<file path="src/rtl/instruction_fetch_stage_if.sv">
// Instruction-memory request/response bus between the fetch stage and memory.
// One request outstanding at a time; IMemValid returns exactly once per IMemReq.
interface instruction_fetch_stage_if;
   logic        IMemReq;
   logic [31:0] IMemAddr;
   logic        IMemValid;
   logic [31:0] IMemRdata;

   modport master (
      output IMemReq,
      output IMemAddr,
      input  IMemValid,
      input  IMemRdata
   );

   modport slave (
      input  IMemReq,
      input  IMemAddr,
      output IMemValid,
      output IMemRdata
   );
endinterface

</file>
<file path="src/rtl/instruction_fetch_stage.sv">
// Fetch stage: owns the PC, issues one instruction-memory request at a time and fills IF/ID.
// Optional FETCH_PERF_COUNT_EN adds FetchCount/StallCount performance counters.
//
// Memory handshake: IMemReq is a one-cycle pulse in ISSUE; IMemAddr stays stable until
// the matching IMemValid, which comes at least one cycle later. IMemValid outside WAIT/DROP
// is ignored. A response is only consumed in WAIT (captured) or DROP (discarded).
module instruction_fetch_stage #(
   parameter logic [31:0] PC_RESET = 32'h0000_0000,
   parameter logic [31:0] NOP_WORD = 32'h0000_0000
) (
   input  logic                        Clk,
   input  logic                        Reset,
   instruction_fetch_stage_if.master   imem,
   input  logic                        IDStall,
   input  logic                        Flush,
   input  logic                        BranchTaken,
   input  logic [31:0]                 BranchTarget,
   output logic [31:0]                 Instruction,
   output logic [31:0]                 PCPlus4,
   output logic                        IFValid,
`ifdef FETCH_PERF_COUNT_EN
   output logic [31:0]                 FetchCount,
   output logic [31:0]                 StallCount,
`endif
   output logic [1:0]                  dbg_state
);

   typedef enum logic [1:0] {
      ST_ISSUE = 2'd0,
      ST_WAIT  = 2'd1,
      ST_HOLD  = 2'd2,
      ST_DROP  = 2'd3
   } fetch_state_e;

   fetch_state_e state_q, state_d;
   logic [31:0]  pc_q, pc_d;
   logic [31:0]  addr_q, addr_d;
   logic [31:0]  instr_q, instr_d;
   logic [31:0]  pc4_q, pc4_d;
   logic         valid_q, valid_d;
   logic [31:0]  skid_q, skid_d;

   logic [31:0]  branch_pc;
   logic         unused_target_bits;

   assign branch_pc          = {BranchTarget[31:2], 2'b00};
   assign unused_target_bits = ^BranchTarget[1:0];

   always_ff @(posedge Clk or posedge Reset) begin
      if (Reset) begin
         state_q <= ST_ISSUE;
         pc_q    <= PC_RESET;
         addr_q  <= PC_RESET;
         instr_q <= NOP_WORD;
         pc4_q   <= 32'd0;
         valid_q <= 1'b0;
         skid_q  <= NOP_WORD;
      end else begin
         state_q <= state_d;
         pc_q    <= pc_d;
         addr_q  <= addr_d;
         instr_q <= instr_d;
         pc4_q   <= pc4_d;
         valid_q <= valid_d;
         skid_q  <= skid_d;
      end
   end

   // The skid entry is full exactly while in HOLD; no separate occupancy flag is kept.
   // In HOLD pc_q has already advanced past the skid word, so it is that word's PC+4.
   always_comb begin
      state_d = state_q;
      pc_d    = pc_q;
      addr_d  = addr_q;
      instr_d = instr_q;
      pc4_d   = pc4_q;
      valid_d = valid_q;
      skid_d  = skid_q;

      if (!IDStall || Flush) begin
         valid_d = 1'b0;
         instr_d = NOP_WORD;
      end

      case (state_q)
         ST_ISSUE: begin
            addr_d  = pc_q;
            state_d = ST_WAIT;
         end
         ST_WAIT: begin
            if (imem.IMemValid) begin
               pc_d = pc_q + 32'd4;
               if (!valid_q || !IDStall) begin
                  instr_d = imem.IMemRdata;
                  pc4_d   = pc_q + 32'd4;
                  valid_d = 1'b1;
                  state_d = ST_ISSUE;
               end else begin
                  skid_d  = imem.IMemRdata;
                  state_d = ST_HOLD;
               end
            end
         end
         ST_HOLD: begin
            if (!IDStall) begin
               instr_d = skid_q;
               pc4_d   = pc_q;
               valid_d = 1'b1;
               state_d = ST_ISSUE;
            end
         end
         ST_DROP: begin
            if (imem.IMemValid) begin
               state_d = ST_ISSUE;
            end
         end
         default: state_d = ST_ISSUE;
      endcase

      // A redirect discards everything younger than the branch, including any word
      // arriving this cycle; DROP swallows the response of a request still in flight.
      if (BranchTaken) begin
         pc_d    = branch_pc;
         instr_d = NOP_WORD;
         valid_d = 1'b0;
         pc4_d   = pc4_q;
         skid_d  = skid_q;
         case (state_q)
            ST_ISSUE: state_d = ST_DROP;
            ST_WAIT:  state_d = imem.IMemValid ? ST_ISSUE : ST_DROP;
            ST_HOLD:  state_d = ST_ISSUE;
            ST_DROP:  state_d = imem.IMemValid ? ST_ISSUE : ST_DROP;
            default:  state_d = ST_ISSUE;
         endcase
      end
   end

   assign imem.IMemReq  = (state_q == ST_ISSUE) && !Reset;
   assign imem.IMemAddr = (state_q == ST_ISSUE) ? pc_q : addr_q;
   assign Instruction   = instr_q;
   assign PCPlus4       = pc4_q;
   assign IFValid       = valid_q;
   assign dbg_state     = state_q;

`ifdef FETCH_PERF_COUNT_EN
   logic [31:0] fetch_cnt_q, fetch_cnt_d;
   logic [31:0] stall_cnt_q, stall_cnt_d;

   // Only words taken from memory count; a skid-to-IF/ID move is not a new fetch.
   always_comb begin
      fetch_cnt_d = fetch_cnt_q;
      stall_cnt_d = stall_cnt_q;
      if ((state_q == ST_WAIT) && imem.IMemValid && !BranchTaken) begin
         fetch_cnt_d = fetch_cnt_q + 32'd1;
      end
      if (IDStall && valid_q) begin
         stall_cnt_d = stall_cnt_q + 32'd1;
      end
   end

   always_ff @(posedge Clk or posedge Reset) begin
      if (Reset) begin
         fetch_cnt_q <= 32'd0;
         stall_cnt_q <= 32'd0;
      end else begin
         fetch_cnt_q <= fetch_cnt_d;
         stall_cnt_q <= stall_cnt_d;
      end
   end

   assign FetchCount = fetch_cnt_q;
   assign StallCount = stall_cnt_q;
`endif

endmodule
</file>
<file path="src/flat_wrapper.sv">
// flat-port wrapper written by rule: the top's interface ports become plain ports
module instruction_fetch_stage_flat 
#(
   parameter logic [31:0] PC_RESET = 32'h0000_0000,
   parameter logic [31:0] NOP_WORD = 32'h0000_0000
)
  (Clk, Reset, IDStall, Flush, BranchTaken, BranchTarget, Instruction, PCPlus4, IFValid, dbg_state, imem_IMemReq, imem_IMemAddr, imem_IMemValid, imem_IMemRdata);
  instruction_fetch_stage_if imem_i ();
  input  logic Clk;
  input  logic Reset;
  input  logic IDStall;
  input  logic Flush;
  input  logic BranchTaken;
  input  logic [31:0] BranchTarget;
  output logic [31:0] Instruction;
  output logic [31:0] PCPlus4;
  output logic IFValid;
  output logic [1:0] dbg_state;
  output wire logic [$bits(imem_i.IMemReq)-1:0] imem_IMemReq;
  output wire logic [$bits(imem_i.IMemAddr)-1:0] imem_IMemAddr;
  input wire logic [$bits(imem_i.IMemValid)-1:0] imem_IMemValid;
  input wire logic [$bits(imem_i.IMemRdata)-1:0] imem_IMemRdata;
  assign imem_IMemReq = imem_i.IMemReq;
  assign imem_IMemAddr = imem_i.IMemAddr;
  assign imem_i.IMemValid = imem_IMemValid;
  assign imem_i.IMemRdata = imem_IMemRdata;
  instruction_fetch_stage #(.PC_RESET(PC_RESET), .NOP_WORD(NOP_WORD)) u_core (.Clk(Clk), .Reset(Reset), .imem(imem_i), .IDStall(IDStall), .Flush(Flush), .BranchTaken(BranchTaken), .BranchTarget(BranchTarget), .Instruction(Instruction), .PCPlus4(PCPlus4), .IFValid(IFValid), .dbg_state(dbg_state));
endmodule
</file>
<file path="config.mk">
export PLATFORM = sky130hd
export DESIGN_NAME = instruction_fetch_stage_flat
export DESIGN_NICKNAME = d
export VERILOG_FILES = /design/src/rtl/instruction_fetch_stage_if.sv /design/src/rtl/instruction_fetch_stage.sv /design/src/flat_wrapper.sv
export SDC_FILE = /design/constraint.sdc
export NUM_CORES = 1
export LEC_CHECK = 0
export BUFFER_PORTS_ARGS = -buffer_cell sky130_fd_sc_hd__buf_2
export CAP_MARGIN = 20
export CORE_UTILIZATION = 56
export CTS_CLUSTER_DIAMETER = 40
export CTS_CLUSTER_SIZE = 25
export DETAILED_ROUTE_END_ITERATION = 10
export PLACE_DENSITY_LB_ADDON = 0.15
export SKIP_LAST_GASP = 1
export SLEW_MARGIN = 20
export SYNTH_ARGS = -nofsm -noshare
export SYNTH_HDL_FRONTEND = slang
export SYNTH_SLANG_ARGS = --single-unit
</file>
<file path="constraint.sdc">
create_clock -name Clk -period 5.8 [get_ports Clk]
set_input_delay 0.29 -clock Clk [delete_from_list [all_inputs] [get_ports Clk]]
set_output_delay 0.29 -clock Clk [all_outputs]
set_load 0.01 [all_outputs]
</file>
# Word-level counts from Yosys, hierarchy flattened
# Index checks and enable logic that the tools add are counted.
[word_totals] elab_cells=62 regBits=163 output_inout_bits=100
[classes] bitwise=2 eq_ne=9 reduce_logical=15 addsub=1 n_mux=28
[ops] op="2-to-1 mux 32 bit" count=12
[ops] op="one-hot mux 32 bit (2 select lines)" count=2
[ops] op="adder 32 x 3 -> 32 bit (second input constant)" count=1
[ops] op="2-to-1 mux 2 bit" count=6
[ops] op="inequality test 3 bit (second input constant)" count=3
[ops] op="one-hot mux 2 bit (4 select lines)" count=1
[ops] op="one-hot mux 2 bit (3 select lines)" count=1
[ops] op="nonzero test 2 bit" count=3
[ops] op="2-to-1 mux 1 bit" count=5
[ops] op="AND reduction 5 bit" count=1
[ops] op="== test 2 bit (second input constant)" count=2
[ops] op="inequality test 2 bit (second input constant)" count=2
[ops] op="AND reduction 4 bit" count=1
[ops] op="zero test 1 bit" count=3
[ops] op="AND reduction 3 bit" count=1
[ops] op="== test 2 x 1 -> 1 bit (second input constant)" count=1
[ops] op="zero test 2 bit" count=1
[ops] op="logical OR 1 bit" count=2
[ops] op="inequality test 2 x 1 -> 1 bit (second input constant)" count=1
[ops] op="inverter 1 bit" count=2
[ops] op="one-hot mux 1 bit (2 select lines)" count=1
[ops] op="AND reduction 2 bit" count=1
[ops] op="OR reduction 2 bit" count=1
[ops] op="logical AND 1 bit" count=1

# Depth between registers and ports, before layout
# Gate-level depths: netlist of the first run.
[depth] depth_word=7 ltp_mapped=9 mapped_depth_nobuf=6

# Worst setup path before layout of the first run
# No wires, ideal clock.
[synth_timing] path_type="reg-to-reg" startpoint="reg u_core.state_q[0] (netlist: u_core.dbg_state[0])" endpoint="reg u_core.pc4_q[20] (netlist: u_core.PCPlus4[20])" t_arrival_ps=2259 setup_time_ps=82 path_stages_with_launch=9 slack_ps=3459 path_cell_list="dfrtp_1 inv_1 ha_1 buf_6 nand4b_4 or4_1 buf_2 or3_1 a31oi_1"
[synth_between] elab_chain_len=3
[synth_lines] item="start: declaration" line="instruction_fetch_stage.sv:35" text="fetch_state_e state_q, state_d;"
[synth_lines] item="start signal: assignment" line="instruction_fetch_stage.sv:59" text="state_q <= state_d;"
[synth_lines] item="== test 2 x 1 -> 1 bit / == test 2 bit (equally long branches)" line="instruction_fetch_stage.sv:85" text="case (state_q)"
[synth_lines] item="inequality test 2 x 1 -> 1 bit (no source line), or another cell as far along"
[synth_lines] item="AND reduction 5 bit (no source line)"
[synth_lines] item="end signal: assignment" line="instruction_fetch_stage.sv:63" text="pc4_q <= pc4_d;"
[synth_lines] item="end: declaration" line="instruction_fetch_stage.sv:39" text="logic [31:0] pc4_q, pc4_d;"
# Parallel ways exist; a longest one is shown, timed or not.
# A chain may end at the register's enable or synchronous reset.

# Final worst setup path of the first run
[layout_timing] startpoint="reg u_core.state_q[0] (netlist: u_core.dbg_state[0])" endpoint="reg u_core.pc4_q[24] (netlist: u_core.PCPlus4[24])"
# The elaborated chain is that of the path after synthesis.

==> results of run 1 <==
stage by stage:
step / total power [uW] / setup slack (ns) / area, um2
after CTS: 4630 / 2.77 / 9920
after global routing: 4880 / 2.55 / 9930
after global placement: 3380 / 2.89 / 9300
after floorplan: 2890 / 1.22 / 8530
final: 4620 / 2.76 / 9930
after detailed placement: 3480 / 2.82 / 9330
worst max-delay path by stage:
| stage | slack (ns) | cells past startpoint | startpoint | endpoint |
|---|---|---|---|---|
| after floorplan | 1.22 | 1 | Reset | u_core.IFValid |
| after global placement | 2.89 | 5 | IDStall | u_core.IFValid |
| after detailed placement | 2.82 | 7 | u_core.dbg_state[0] | u_core.PCPlus4[24] |
| after CTS | 2.77 | 7 | u_core.dbg_state[0] | u_core.PCPlus4[24] |
| after global routing | 2.55 | 7 | u_core.dbg_state[0] | u_core.PCPlus4[24] |
| final | 2.76 | 7 | u_core.dbg_state[0] | u_core.PCPlus4[24] |
state kept, by name (all words and copies together), names as in the netlist:
signal	cells
u_core.Instruction	32
u_core.addr_q	32
u_core.skid_q	32
u_core.PCPlus4	30
u_core.pc_q	30
u_core.dbg_state	2
u_core.IFValid	1
kinds of logic (layout without fill, tap and decap cells):
family	after synthesis	after routing	share of synthesized area, %
flops	159	159	46.6
simple gates	231	231	16.1
compound gates	221	221	16.3
buf+inv	90	213	4.46
other cells	1	4	0.0440
xor+xnor	28	28	2.88
fa+ha+maj	5	5	0.733
mux	98	98	12.9
power groups by stage:
| stage | Clock, uW | Sequential (uW) | Combinational [uW] |
|---|---|---|---|
| 2_1_floorplan | 0 | 1750 | 1140 |
| 3_3_place_gp | 0 | 1720 | 1660 |
| 3_5_place_dp | 0 | 1750 | 1730 |
| 4_1_cts | 1150 | 1730 | 1750 |
| 5_1_grt | 1190 | 1780 | 1900 |
| 6_report | 1140 | 1740 | 1740 |
cell usage after synthesis (2+ instances only):
master,number
dfrtp_1,159
mux2_2,94
o21ai_0,74
nand2_1,60
clkbuf_1,55
a21oi_1,33
a22oi_1,33
a21o_1,32
and3b_1,32
nor2_1,31
xnor2_1,23
a31oi_1,22
nand3_1,17
buf_2,15
nand4_1,15
or4_1,15
nor4_1,10
o31ai_1,10
or3_1,10
nor3_1,9
inv_1,8
and4_1,6
nor2b_1,6
buf_1,5
ha_1,5
xor2_1,5
buf_4,4
mux2i_1,4
a211o_1,3
o211ai_1,3
and3_1,2
nand3b_1,2
nand4_2,2
nand4b_1,2
nor3b_1,2
o311ai_0,2
or2_2,2
cell type report:
| cell class | count | area (um2) |
|---|---|---|
| Fill cell | 1164 | 4770 |
| Multi-Input combinational cell | 585 | 4180 |
| Sequential cell | 159 | 3980 |
| Timing Repair Buffer | 172 | 898 |
| Clock buffer | 21 | 460 |
| Tap cell | 184 | 230 |
| Clock inverter | 11 | 139 |
| Inverter | 9 | 38.8 |
| Antenna cell | 2 | 5.00 |
metal layers:
layer / track usage, % / vias up / wire length [um]
met3: 5.95 / 46 / 1490
met1: 39.6 / 3660 / 9790
li1: - / 3268 / -
met5: 0 / - / 0
met4: 13.3 / 0 / 610
met2: 46.8 / 297 / 10800
worst max-delay path: stages, from the launching register on:
cell	delay, ns
dfrtp_1	0.46
inv_1	0.15
ha_2	0.89
mux2i_1	0.25
o32a_1	0.35
buf_4	0.24
or4_1	0.53
nand3_1	0.10
==> results.txt, run 1 <==
----------------------------------------------------
[Run status]
  Outcome ... finished, violations left
  Failing checks ... DRC

[CTS]
  Source-to-sink clock delay at the later pin of the worst-skew pair ... 0.43 ns
  Quantity of hold-fixing buffers added after cts ... 0
  Worst-path clk slew ... 0.06 ns
  Gates resized, CTS repair ... 0
  Number of buffers inserted during clock tree synthesis ... 17
  Clock tree root driver cell ... clkbuf_16
  Buffer count from post-CTS setup fixing ... 0
  Maximum clock path buffer count ... 2
  CTS H-tree depth ... 4
  TritonCTS clock tree ... built
  CTS Sinks ... 159

[Drt]
  Remaining antenna violation count ... 0
  Initial DRC count ... 615
  Average vias per placed instance ... 6.36
  Total via count after detailed routing ... 7271
  Post-route DRC ... 9
  DR pass1 iterations ... 8
  Post-detailed-routing wire length ... 22700 um
  Average wire length per cell after detail routing ... 19.8 um

[STA]
  Share of the clock period used by the worst path after layout ... 52.5%
  Slew at the pin closest to its max-slew limit ... 1.09 ns
  Max Transition Viols Final ... 0
  Max Clock Freq ... 0.329 GHz
  Setup-failing EPs final ... 0
  Worst hold margin ... 0.000890 ns
  Post-route minimum period ... 3.04 ns
  Setup repair after global routing missed its margin ... no
  Relative slew slack ... 27.0%
  Final hold viol count ... 0
  Post-Route Skew ... 0.00850 ns
  Post-Route Setup TNS ... 0 ns

[Global routing]
  Global-route wire length before repair ... 36700 um
  Total gr overflow ... 0
  Overall fraction of global-route tracks in use ... 29.6%
  Maximum number of pins on one net before global-route repair ... 94
  Number of antenna violations at the first check in global routing ... 2
  Number of global-route vias before repair ... 7208

[Die]
  Core Area ... 14700 um2
  Die Y ... 125 um
  Effective utilization at floorplan ... 58.0%
  Area of the die ... 15700 um2
  Number of core rows ... 44
  Die Width ... 125 um
  Number of top-level design ports ... 170

[Logic synthesis]
  Total number of yosys warnings ... 0
  Number of standard cells after synthesis ... 833
  Mean post-synth cell area ... 10.2 um2
  Post-synthesis register bit count ... 159
  Post-synth top flop ... dfrtp_1
  EDFF count, synth ... 0
  Share of flip-flops with an asynchronous set or reset after synthesis ... 100%
  Share of the yosys chip area belonging to registers ... 46.6%
  Area share of the leading cell type in the synthesized netlist ... 46.6%
  Dominant cells by area after synthesis ... dfrtp_1, mux2_2, o21ai_0, and3b_1, a22oi_1
  Library cells used by synthesis ... 58
  Mapped cell area ... 8530 um2
  Library cell occupying the most area in the post-synthesis netlist ... dfrtp_1

[Pwr]
  P_leak ... 0.00480 uW
  Part of the total power dissipated in sequential elements ... 37.6%
  Proportion of total power due to net switching ... 36.0%
  Internal Pwr Total ... 2960 uW
  Maximum VDD drop ... 413 uV
  Pwr per Cell Area ... 465 nW/um2
  Combinational Power Share ... 37.7%
  Clock power share ... 24.7%
  Switching Power ... 1660 uW

[Setup path]
  Endpoint class of the critical path ... register
  Required time at the worst-slack endpoint ... 6.16 ns
  Startpoint of the most critical register-to-register path ... u_core.dbg_state[0]
  Number of cells on the worst reg-to-reg path ... 7
  Path type of the worst setup path ... reg -> reg
  Maximum fanout encountered on the critical timing path ... 44
  Critical path data arrival time ... 3.40 ns
  Reg2reg setup slack ... 2.76 ns
  Capture instance of the worst register-to-register path ... u_core.PCPlus4[24]
  CP Launch Type ... register

[Cells and area]
  Commonest cells after routing, fill and taps aside ... buf_2, dfrtp_1, mux2_2
  Share of the core filled with cells ... 67.6%
  Share of layout cells above drive strength 1 ... 32.2%
  Final nets ... 1019
  Area Growth Syn to Fin ... 16.4%
  Final instance count without filler cells ... 1143
  Commonest non-fill, non-tap cell in the layout ... buf_2

[Hold path]
  Kind of path behind the tightest hold check ... in -> async

[Flow run]
  Max_cap viols ... 0

[Placement]
  Dpl hpwl ... 14400 um
  RD Place Congestion ... 0.864
  Count of buffers inserted at the top-level ports ... 165
  Instance count after placement with tap cells included ... 1109

----------------------------------------------------
(Power assumes the default switching activity.)
==> run 2: changes to the inputs <==
--- a/config.mk
+++ b/config.mk
@@ -5,6 +5,7 @@
 export SDC_FILE = /design/constraint.sdc
 export NUM_CORES = 1
 export LEC_CHECK = 0
+export ABC_AREA = 1
 export BUFFER_PORTS_ARGS = -buffer_cell sky130_fd_sc_hd__buf_2
 export CAP_MARGIN = 20
 export CORE_UTILIZATION = 56
==> constraint.sdc (replaced) <==
create_clock -name Clk -period 2.85 [get_ports Clk]
set_input_delay 0.1425 -clock Clk [delete_from_list [all_inputs] [get_ports Clk]]
set_output_delay 0.1425 -clock Clk [all_outputs]
set_load 0.01 [all_outputs]
==> run 2 against run 1 <==
Compared with the run above:
- combinational power rose by 150%
- the run still ends with DRC left
- die area fell by 0.90%
- sequential power rose by 100%
- sequential share of layout area fell by 2.6 points
- first-iteration DRC count rose by 2.3%
==> results.txt, run 2 <==
----------------------------------------------------
[Run status]
  Outcome ... finished, violations left
  Failing checks ... DRC

[STA]
  Share of the clock period used by the worst path after layout ... 89.9%
  Slew at the pin closest to its max-slew limit ... 0.645 ns (-0.449 ns)
  Post-Route Setup TNS ... 0 ns (unchanged)
  Post-Route Skew ... 0.00797 ns (-0.000525 ns)
  Setup repair after global routing missed its margin ... no
  Post-route minimum period ... 2.56 ns
  Minimum setup slack in the final design ... 0.287 ns (-2.47 ns)
  Worst hold margin ... 0.0621 ns (+0.0612 ns)
  Setup-failing EPs final ... 0 (unchanged)
  Final hold viol count ... 0 (unchanged)
  Max Clock Freq ... 0.390 GHz
  Relative slew slack ... 56.9% (+30 points)
  Max Transition Viols Final ... 0 (unchanged)

[Drt]
  Remaining antenna violation count ... 0 (unchanged)
  Average wire length per cell after detail routing ... 15.6 um (-21%)
  DR pass1 iterations ... 9 (+1)
  Post-detailed-routing wire length ... 23400 um (+3.3%)
  Total via count after detailed routing ... 8079 (+11%)
  Average vias per placed instance ... 5.38 (-16%)
  Post-route DRC ... 22 (+13)
  Initial DRC count ... 629 (+2.3%)

[CTS]
  CTS H-tree depth ... 4 (unchanged)
  Maximum clock path buffer count ... 2 (unchanged)
  Worst-path clk slew ... 0.06 ns (about the same)
  Source-to-sink clock delay at the later pin of the worst-skew pair ... 0.44 ns (about the same)
  Clock tree root driver cell ... clkbuf_16
  TritonCTS clock tree ... built
  CTS Sinks ... 159 (unchanged)
  Number of buffers inserted during clock tree synthesis ... 17 (unchanged)

[Hold path]
  Instance count along the most critical hold path ... 4
  Kind of path behind the tightest hold check ... in -> reg
  Worst min-delay path startpoint ... BranchTaken
  Terminating pin of the worst hold path ... u_core.Instruction[1]

[Logic synthesis]
  Mapped cell area ... 8450 um2 (-0.91%)
  Post-synth top flop ... dfrtp_1
  EDFF count, synth ... 0 (unchanged)
  Most numerous cell types in the synthesized netlist ... nand2_1, dfrtp_1, a21oi_1
  Library cells used by synthesis ... 29 (-50%)
  Dominant cells by area after synthesis ... dfrtp_1, nand2_1, a21oi_1, o21ai_0, nor2_1
  Mean post-synth cell area ... 7.68 um2 (-25%)
  Share of the yosys chip area belonging to registers ... 47.1% (+0.43 points)
  Share of flip-flops with an asynchronous set or reset after synthesis ... 100% (unchanged)
  Library cell occupying the most area in the post-synthesis netlist ... dfrtp_1
  Post-synthesis register bit count ... 159 (unchanged)
  Number of standard cells after synthesis ... 1101 (+32%)
  Cell with the most instances after synthesis ... nand2_1
  Total number of yosys warnings ... 0 (unchanged)
  Area share of the leading cell type in the synthesized netlist ... 47.1% (+0.43 points)

[Pwr]
  P_leak ... 0.00531 uW (+11%)
  Design Power ... 10200 uW (+120%)
  Pwr per Cell Area ... 958 nW/um2 (+110%)
  Maximum VDD drop ... 594 uV (+44%)

[Setup path]
  Worst path most repeated cell ... inv_1
  Peak per-stage delay on the critical path ... 0.43 ns (-0.46 ns)
  Crit-path leading delay family ... buffers and inverters
  Number of cells on the worst reg-to-reg path ... 8 (+1)
  Endpoint class of the critical path ... output port
  CP Launch Type ... register
  Path type of the worst setup path ... reg -> out
  Cell with the largest stage delay on the worst path ... dfrtp_1
  Critical path, cell by cell ... inv_1 -> ha_1 -> inv_1 -> buf_4 -> nand2_1 -> o21ai_0 -> buf_2
  Critical path data arrival time ... 2.42 ns (-0.98 ns)
  Required time at the worst-slack endpoint ... 2.71 ns (-3.45 ns)
  Buf+Inv Stages, Crit Path ... 4 (+2)
  Startpoint of the most critical register-to-register path ... u_core.dbg_state[0]
  Maximum fanout encountered on the critical timing path ... 26 (-41%)
  Reg2reg setup slack ... 0.75 ns (-2.01 ns)
  Capture instance of the worst register-to-register path ... u_core.PCPlus4[6]

[Placement]
  Count of buffers inserted at the top-level ports ... 165 (unchanged)
  Worst slack after detailed placement ... 0.753 ns (-2.06 ns)
  Dpl hpwl ... 14800 um (+2.8%)
  RD Place Congestion ... 0.918 (+6.3%)

[Die]
  Die Width ... 125 um (-0.45%)
  Effective utilization at floorplan ... 57.7% (-0.31 points)
  Number of top-level design ports ... 170 (unchanged)
  Die Y ... 125 um (-0.45%)
  Core Area ... 14600 um2 (-0.37%)
  Area of the die ... 15600 um2 (-0.90%)
  Number of core rows ... 44 (unchanged)

[Global routing]
  Maximum number of pins on one net before global-route repair ... 74 (-21%)
  Met2 GRT Util ... 54.5% (+7.7 points)
  Global-route wire length before repair ... 39000 um (+6.3%)
  Highest-utilization routing layer at the global route stage ... met2
  Overall fraction of global-route tracks in use ... 31.5% (+1.9 points)
  Number of antenna violations at the first check in global routing ... 0 (-2)
  Number of global-route vias before repair ... 8015 (+11%)
  Met1 track utilization from global routing ... 38.3% (-1.3 points)
  Met3 GRT Util ... 6.92% (+0.97 points)
  Total gr overflow ... 0 (unchanged)

[Cells and area]
  Antenna cell count ... 0 (-2)
  Commonest non-fill, non-tap cell in the layout ... nand2_1
  Area occupied by registers ... 3980 um2 (unchanged)
  Area Growth Syn to Fin ... 25.5%
  Final nets ... 1381 (+36%)
  Layout filler cell count ... 1190 (+2.2%)
  Multi-input logic area ... 3940 um2 (-5.7%)
  Share of layout cells above drive strength 1 ... 19.6% (-13 points)
  Commonest cells after routing, fill and taps aside ... nand2_1, buf_2, dfrtp_1

[Flow run]
  Max_cap viols ... 0 (unchanged)

----------------------------------------------------
[run 2: cell count changes after synthesis, moves of 25 or more]
cell | previous run | this run
clkbuf_1 | 55 | 30
a21o_1 | 32 | 0
a21oi_1 | 33 | 129
nor2_1 | 31 | 68
nand2_1 | 60 | 408
a22oi_1 | 33 | 0
and3b_1 | 32 | 0
inv_1 | 8 | 49
mux2_2 | 94 | 11
[run 2: worst min-delay path, cell delays in order]
cell     delay, ns
buf_2         0.11
inv_4         0.09
nand2_1       0.08
a21oi_1       0.03
[run 2: how the worst max path moves through the flow]
stage	start	endpoint	slack (ns)	cells past startpoint
2_1_floorplan	Reset	u_core.IFValid	0.69	1
3_3_place_gp	u_core.dbg_state[0]	u_core.PCPlus4[5]	0.79	8
3_5_place_dp	u_core.dbg_state[0]	u_core.PCPlus4[6]	0.75	8
4_1_cts	u_core.dbg_state[0]	imem_IMemAddr[14]	0.27	7
5_1_grt	u_core.dbg_state[0]	imem_IMemAddr[14]	0.11	7
6_report	u_core.dbg_state[0]	imem_IMemAddr[14]	0.29	7
[run 2: cell type report]
cell class	instances	share of cell area (%)
clock buffer	18	4.14
clock inverter	14	1.47
inverter	53	1.93
multi-input combinational	827	37.1
sequential	159	37.5
tap	184	2.17
timing repair buffer	248	15.6
[run 2: layer usage]
| metal | vias to the layer above | routed length (um) |
|---|---|---|
| li1 | 3984 | - |
| met1 | 3781 | 9690 |
| met2 | 274 | 11600 |
| met3 | 40 | 1620 |
| met4 | 0 | 501 |
| met5 | - | 0 |
[run 2: metrics by stage]
step	area (um2)	util (%)	std cells
2_1_floorplan	8460	-	1102
3_3_place_gp	9380	64.1	1408
3_5_place_dp	9380	64.1	1408
4_1_cts	10600	72.4	1503
5_1_grt	10600	72.4	1503
6_report	10600	72.4	1503
[run 2: kinds of logic (layout without fill, tap and decap cells)]
kind of cell / Yosys count / count (layout) / synth area share (%)
flops: 159 / 159 / 47.1
simple gates: 542 / 542 / 26.0
fa+ha+maj: 5 / 5 / 0.740
xor+xnor: 8 / 8 / 0.829
other cells: 1 / 2 / 0.0444
mux: 32 / 32 / 4.26
compound gates: 238 / 238 / 14.7
buf+inv: 116 / 333 / 6.41
[run 2: power breakdown]
| part | switching [uW] | internal [uW] | total [uW] | leakage, uW |
|---|---|---|---|---|
| clock | 991 | 1330 | 2320 | 0.000286 |
| combinational | 2750 | 1540 | 4290 | 0.00298 |
| sequential | 461 | 3080 | 3550 | 0.00204 |
[run 2: timing repair]
action | 4_1_cts | 5_1_grt
hold buffers | 63 | 0
gates resized for setup | 0 | 0
hold endpoints to repair | 84 | 0
buffers inserted | 0 | 0
